$ cat config.mk
export PLATFORM = sky130hd
export DESIGN_NAME = ccff_stream_loader
export DESIGN_NICKNAME = d
export VERILOG_FILES = /design/src/rtl/ccff_pkg.sv /design/src/rtl/ccff_word_serializer.sv /design/src/rtl/ccff_stream_loader.sv
export SDC_FILE = /design/constraint.sdc
export NUM_CORES = 1
export LEC_CHECK = 0
export BUFFER_PORTS_ARGS = -buffer_cell sky130_fd_sc_hd__buf_4
export CORE_ASPECT_RATIO = 2
export CORE_MARGIN = 2
export CORE_UTILIZATION = 40
export DETAILED_ROUTE_END_ITERATION = 8
export SLEW_MARGIN = 10
export SYNTH_ARGS = -nofsm -noshare
export SYNTH_HDL_FRONTEND = slang
export SYNTH_SLANG_ARGS = --single-unit
$ cat constraint.sdc
create_clock -name prog_clk -period 2.8 [get_ports prog_clk]
set_input_delay 0.42 -clock prog_clk [delete_from_list [all_inputs] [get_ports prog_clk]]
set_output_delay 0.42 -clock prog_clk [all_outputs]
set_load 0.01 [all_outputs]
$ cat src/rtl/ccff_pkg.sv
// rtl/ccff_pkg.sv - shared types and constants for the configuration-chain loader
package ccff_pkg;

  typedef enum logic [1:0] {
    ST_IDLE,
    ST_LOAD,
    ST_VERIFY,
    ST_DONE
  } ccff_state_e;

  localparam int CBX_CHAIN_LEN = 64;

  function automatic int words_per_pass(input int chain_len, input int word_w);
    return (chain_len + word_w - 1) / word_w;
  endfunction

endpackage

$ cat src/rtl/ccff_word_serializer.sv
// rtl/ccff_word_serializer.sv - word-to-bit serializer feeding ccff_head, one bit per shift enable
module ccff_word_serializer
  import ccff_pkg::*;
#(
  parameter int WORD_W    = 32,
  parameter int CHAIN_LEN = CBX_CHAIN_LEN
) (
  input  logic              clk_i,
  input  logic              rst_i,
  input  logic              busy_i,
  input  logic              clear_i,
  input  logic [WORD_W-1:0] data_i,
  input  logic              valid_i,
  output logic              ready_o,
  output logic              head_o,
  output logic              shift_en_o
);

  localparam int WORDS     = words_per_pass(CHAIN_LEN, WORD_W);
  localparam int LAST_BITS = CHAIN_LEN - (WORDS - 1) * WORD_W;
  localparam int BW        = $clog2(WORD_W + 1);
  localparam int WW        = $clog2(WORDS + 1);

  logic [WORD_W-1:0] sr_q, sr_d;
  logic [BW-1:0]     cnt_q, cnt_d;
  logic [WW-1:0]     words_q, words_d;
  logic              accept;
  logic              last_word;

  assign shift_en_o = busy_i && (cnt_q != '0);
  // Refill while the last bit of the current word is shifting keeps the chain busy every cycle.
  assign ready_o    = busy_i && (words_q != WW'(WORDS)) &&
                      ((cnt_q == '0) || ((cnt_q == BW'(1)) && shift_en_o));
  assign accept     = valid_i && ready_o;
  assign last_word  = (words_q == WW'(WORDS - 1));
  assign head_o     = sr_q[WORD_W-1];

  always_comb begin
    sr_d    = sr_q;
    cnt_d   = cnt_q;
    words_d = words_q;
    if (accept) begin
      sr_d    = data_i;
      cnt_d   = last_word ? BW'(LAST_BITS) : BW'(WORD_W);
      words_d = words_q + WW'(1);
    end else if (shift_en_o) begin
      // Holding the register on the final bit keeps ccff_head steady across a valid gap.
      if (cnt_q != BW'(1)) sr_d = sr_q << 1;
      cnt_d = cnt_q - BW'(1);
    end
    if (clear_i) words_d = '0;
  end

  always_ff @(posedge clk_i) begin
    if (rst_i) begin
      sr_q    <= '0;
      cnt_q   <= '0;
      words_q <= '0;
    end else begin
      sr_q    <= sr_d;
      cnt_q   <= cnt_d;
      words_q <= words_d;
    end
  end

endmodule

$ cat src/rtl/ccff_stream_loader.sv
// rtl/ccff_stream_loader.sv - configuration-chain loader with optional read-back verify pass
module ccff_stream_loader
  import ccff_pkg::*;
#(
  parameter int WORD_W    = 32,
  parameter int CHAIN_LEN = CBX_CHAIN_LEN,
  parameter int CNT_W     = $clog2(CHAIN_LEN + 1)
) (
  input  logic              prog_clk,
  input  logic              pReset,
  input  logic              cfg_start,
  input  logic              cfg_verify,
  input  logic [WORD_W-1:0] cfg_data,
  input  logic              cfg_valid,
  output logic              cfg_ready,
  output logic              ccff_head,
  input  logic              ccff_tail,
  output logic              ccff_shift_en,
  output logic              busy,
  output logic              done,
  output logic              err,
  output logic [CNT_W-1:0]  err_idx
);

  ccff_state_e      state_q;
  logic             busy_q, done_q, verify_q, err_q;
  logic [CNT_W-1:0] bit_cnt_q, err_idx_q;
  logic             start_ok, last_bit, pass_clear;

  assign start_ok   = cfg_start && ((state_q == ST_IDLE) || (state_q == ST_DONE));
  assign last_bit   = ccff_shift_en && (bit_cnt_q == CNT_W'(CHAIN_LEN - 1));
  assign pass_clear = start_ok || ((state_q == ST_LOAD) && last_bit);

  ccff_word_serializer #(
    .WORD_W   (WORD_W),
    .CHAIN_LEN(CHAIN_LEN)
  ) u_ser (
    .clk_i     (prog_clk),
    .rst_i     (pReset),
    .busy_i    (busy_q),
    .clear_i   (pass_clear),
    .data_i    (cfg_data),
    .valid_i   (cfg_valid),
    .ready_o   (cfg_ready),
    .head_o    (ccff_head),
    .shift_en_o(ccff_shift_en)
  );

  always_ff @(posedge prog_clk) begin
    if (pReset) begin
      state_q   <= ST_IDLE;
      busy_q    <= 1'b0;
      done_q    <= 1'b0;
      verify_q  <= 1'b0;
      err_q     <= 1'b0;
      err_idx_q <= '0;
      bit_cnt_q <= '0;
    end else begin
      unique case (state_q)
        ST_IDLE, ST_DONE: begin
          if (cfg_start) begin
            state_q   <= ST_LOAD;
            busy_q    <= 1'b1;
            done_q    <= 1'b0;
            verify_q  <= cfg_verify;
            err_q     <= 1'b0;
            err_idx_q <= '0;
            bit_cnt_q <= '0;
          end
        end
        ST_LOAD: begin
          if (ccff_shift_en) begin
            if (last_bit) begin
              bit_cnt_q <= '0;
              if (verify_q) begin
                state_q <= ST_VERIFY;
              end else begin
                state_q <= ST_DONE;
                busy_q  <= 1'b0;
                done_q  <= 1'b1;
              end
            end else begin
              bit_cnt_q <= bit_cnt_q + CNT_W'(1);
            end
          end
        end
        ST_VERIFY: begin
          if (ccff_shift_en) begin
            // The tail now presents load-pass bit k, the same bit being resent on the head.
            if ((ccff_tail != ccff_head) && !err_q) begin
              err_q     <= 1'b1;
              err_idx_q <= bit_cnt_q;
            end
            if (last_bit) begin
              state_q <= ST_DONE;
              busy_q  <= 1'b0;
              done_q  <= 1'b1;
            end else begin
              bit_cnt_q <= bit_cnt_q + CNT_W'(1);
            end
          end
        end
        default: state_q <= ST_IDLE;
      endcase
    end
  end

  assign busy    = busy_q;
  assign done    = done_q;
  assign err     = err_q;
  assign err_idx = err_idx_q;

endmodule

==> impl.org <==
** Status
- The flow ran to the end, and the final reports show no timing, DRC or antenna violations.

** STA
- Clock skew on the completed layout was measured at 6.107 ps.
- Worst Hold Slack :: 340.9 ps
- Number of hold-slack violations in the final timing report :: 0
- The worst path in the final design needs a cycle of 2250 ps, including I/O delays and setup.
- Post-route setup TNS :: 0 ps
- In this run the tightest slew margin relative to its limit is 58.63%.
- The worst path uses 80.36% of the clock period.
- Fin. max-slew vios :: 0
- Final setup viols :: 0
- Upper clock frequency limit :: 444.4 MHz
- Worst path setup slack after routing :: 549.8 ps
- Setup repair after global routing missed its margin :: no
- At the pin with the least slew margin, the transition time is 620.6 ps.

** Placed design
- Placed wire-length estimate after detailed placement :: 5204 um
- Gp weighted congestion :: 0.8821
- The placed instances occupy a cell area of 3411 um^2.
- Prior to clock tree synthesis, the placed netlist has a worst setup slack of 650.3 ps.
- In this run the tool buffered the top-level ports with 50 buffer cells.
- Cell Count Post-Placement :: 480

** Floorplan
- The initial utilization of the core area, before any placement, comes to 41.27%.
- The die covers 8189 um^2.
- Core ar. :: 7212 um^2
- Die Wd :: 65.00 um
- 51 I/O pins were placed.
- Row generation in the floorplan step produced 44 rows.
- Die Span Y :: 126.0 um

** Worst setup path
- Critical Path Max Stage Delay :: 400 ps
- The startpoint identified for the worst register-to-register timing path is u_ser.cnt_q[0].
- In this run the worst path has a maximum fanout of 5.
- For the worst setup path, the data required time is 2380 ps.
- The critical path goes through inv_1, ha_1, or2_2, and2_1, nand2_1, nor2_1, buf_4.
- The critical path runs through a total of 7 cells.
- STA classifies the critical path startpoint as a flip-flop.
- Endpoint of the lowest-slack register-to-register path :: u_ser.words_q[0]
- Broken down by cell family, the worst path's largest delay share belongs to simple AND/OR/NAND/NOR gates.
- The most critical setup path has its startpoint at u_ser.cnt_q[0].
- Count of buffer and inverter cells on the critical path :: 2
- Worst setup path class :: reg -> out
- WP data arrival :: 1830 ps
- The slowest stage of the critical path belongs to the cell dfxtp_1.
- The worst register-to-register path has a depth of 7.
- Critical Path Sink Type :: output port
- In this run the register-to-register setup slack is 650 ps.

** Route
- For this block, wires on met1 add up to 3105 um.
- Wire length reported by the detailed router :: 7628 um
- Total vias in the final route :: 2,765
- For this run, design rule violations remaining after detail routing come to 0.
- Post-detailed-route wirelength per cell :: 15.41 um
- For this block, the initial DRC count from the detailed router was 145.
- WL met2 :: 4045 um
- In this run the remaining antenna-violating nets after routing total 0.
- The highest metal layer carrying signal wires in the routed design is met4.
- Wire segments on met3 add up to 297 um in the final route.
- Post-DR vias/cell :: 5.586
- For this run, the detailed router's first-pass iteration total came to 4.

** Hold path
- Type of the worst min-delay path :: in -> reg
- Along the worst hold path, the cell count comes to 3.
- Critical hold path startpoint :: cfg_verify
- Worst Hold End :: verify_q

** Global routing
- Grt total ovfl :: 0
- The first global-routing pass estimated 12,720 um of wire.
- Largest net degree at the start of global routing :: 61
- Aggregate global-route resource usage :: 19.95%
- The number of global-route vias before repair was 2,726.
- Number of antenna violations at the first check in global routing :: 0

** Power and ir drop
- Net switching component of the power :: 1.861 mW
- Switching share of total power :: 42.42%
- The internal power of the cells totals 2.526 mW.
- Total chip power :: 4.387 mW
- Of the total power, combinational logic draws 47.7%.
- Power density of the placed cells :: 1192 nW/um^2
- Leakage :: 1.395 nW
- Across the VDD grid, the largest voltage drop is 0.6126 mV.
- Proportion of power drawn by flip-flops and latches :: 29.3%
- Clock share of power :: 22.9%

** Synth
- Synthesized flop and latch total :: 60
- Total number of yosys warnings :: 0
- For this run, the leading register cell type out of synthesis is dfxtp_1.
- Unique cell type count in the Yosys netlist :: 52
- Number of enable flip-flop cells after synthesis :: 0
- Net count of the mapped netlist :: 402
- For this run, the register share of the synthesized area comes to 40.35%.
- Gate count of the mapped netlist :: 358
- Area of the mapped netlist :: 2977 um^2
- Yosys attributes the largest share of cell area to dfxtp_1 (40%), a311oi_1 (8.8%), nor2_1 (6.7%).
- The biggest area contributor in the post-synthesis netlist is dfxtp_1.
- Averaged over all synthesized cells, the footprint is 8.315 um^2.
- Counting flops with an async set or reset pin after synthesis yields a share of 0%.
- Synth top area share :: 40.35%

** Cells and area
- Area grow syn2layout :: 23.67%
- Total area of sequential cells :: 1201 um^2
- The multi-input combinational cells in the finished layout cover a total of 1620 um^2.
- Fin cells :: 495
- Cells fill 51.04% of the core in the end.
- Ratio of cells with drive above 1 in the final layout :: 20.84%
- Final nets :: 443
- Design Area, Final :: 3681 um^2
- 0 antenna diodes ended up in the layout.
- Number of filler cells placed in the layout :: 728
- Most common cell after layout, fill and taps aside :: dfxtp_1
- Most frequent cells in the layout :: dfxtp_1 (60), buf_4 (56), nor2_1 (53)

** Run
- Max-Cap Viols :: 0

** CTS
- TritonCTS clock tree :: done
- After clock tree synthesis, the clock-pin slew on the worst setup and hold paths is 50 ps.
- The clock reaches the later pin of the worst-skew pair after 330 ps.
- After clock tree synthesis, the repair step resized 0 gates.
- CTS saw 60 sinks.
- After clock tree synthesis, the flow added hold-fix buffers numbering 0.
- CTS buffer count :: 9
- Number of buffers added for setup after CTS :: 0
- In this run the deepest clock path goes through 2 buffers.
- The H-tree was split into 3 levels.
- The cell sitting at the root of the clock tree is a clkbuf_16.
## cell type report
cell class              instances  area share, %
multi-input cells             262          44.02
flip-flops and latches         60          32.63
clock buffers                  13          7.070
well taps                      92          3.127
repair buffers                 57          11.96
inverters                       9         0.9177
clock inverters                 2         0.2719
## per-layer routing
metal  vias to the layer above  track usage, %
li1                       1375               -
met1                      1304           21.98
met2                        70           34.45
met3                        16           4.732
met4                         0           10.64
met5                         -               0
## flip-flops by register name, indices dropped and copies added, names as in the netlist
signal,flops
err,1
state_q,2
u_ser.cnt_q,6
err_idx,7
u_ser.words_q,2
bit_cnt_q,7
verify_q,1
busy,1
done,1
u_ser.sr_q,32
## synth_stat cells, types with 3 or more instances
master,number
buf_1,3
nor2_1,53
a211oi_1,3
ha_1,6
clkbuf_1,20
nand2b_1,4
mux2i_1,11
and2_1,9
xor2_1,5
nand3_1,32
or3_1,6
dfxtp_1,60
nand2_1,37
a311oi_1,30
nor2b_1,3
nor3_1,9
a21oi_1,10
o21ai_0,8
inv_1,8
xnor2_1,3
## power by group through the flow
stage                     clock network, mW  logic, mW  registers, mW
after floorplan                           0       1.55           1.27
after global placement                    0       2.06           1.30
after detailed placement                  0       2.09           1.30
after CTS                              1.03       2.11           1.28
after global routing                   1.07       2.34           1.32
final                                  1.01       2.09           1.29
## worst max path at each step
stage | slack (ps) | endpoint
final | 550 | cfg_ready
after global routing | 430 | cfg_ready
after CTS | 540 | cfg_ready
after detailed placement | 650 | u_ser.words_q[0]
after global placement | 740 | u_ser.words_q[0]
after floorplan | 820 | u_ser.sr_q[10]
## tightest hold or removal path, cell delays in order
cell	delay, ps
buf_4	80
mux2i_1	50
nor2_1	70
## logic make-up after synthesis
logic type | share of synthesized area, %
xor+xnor | 2.354
simple gates | 25.77
mux | 3.699
fa+ha+maj | 2.522
compound gates | 20.09
buf+inv | 5.212
flops | 40.35
Note: power is estimated with default switching activity, not from simulation.
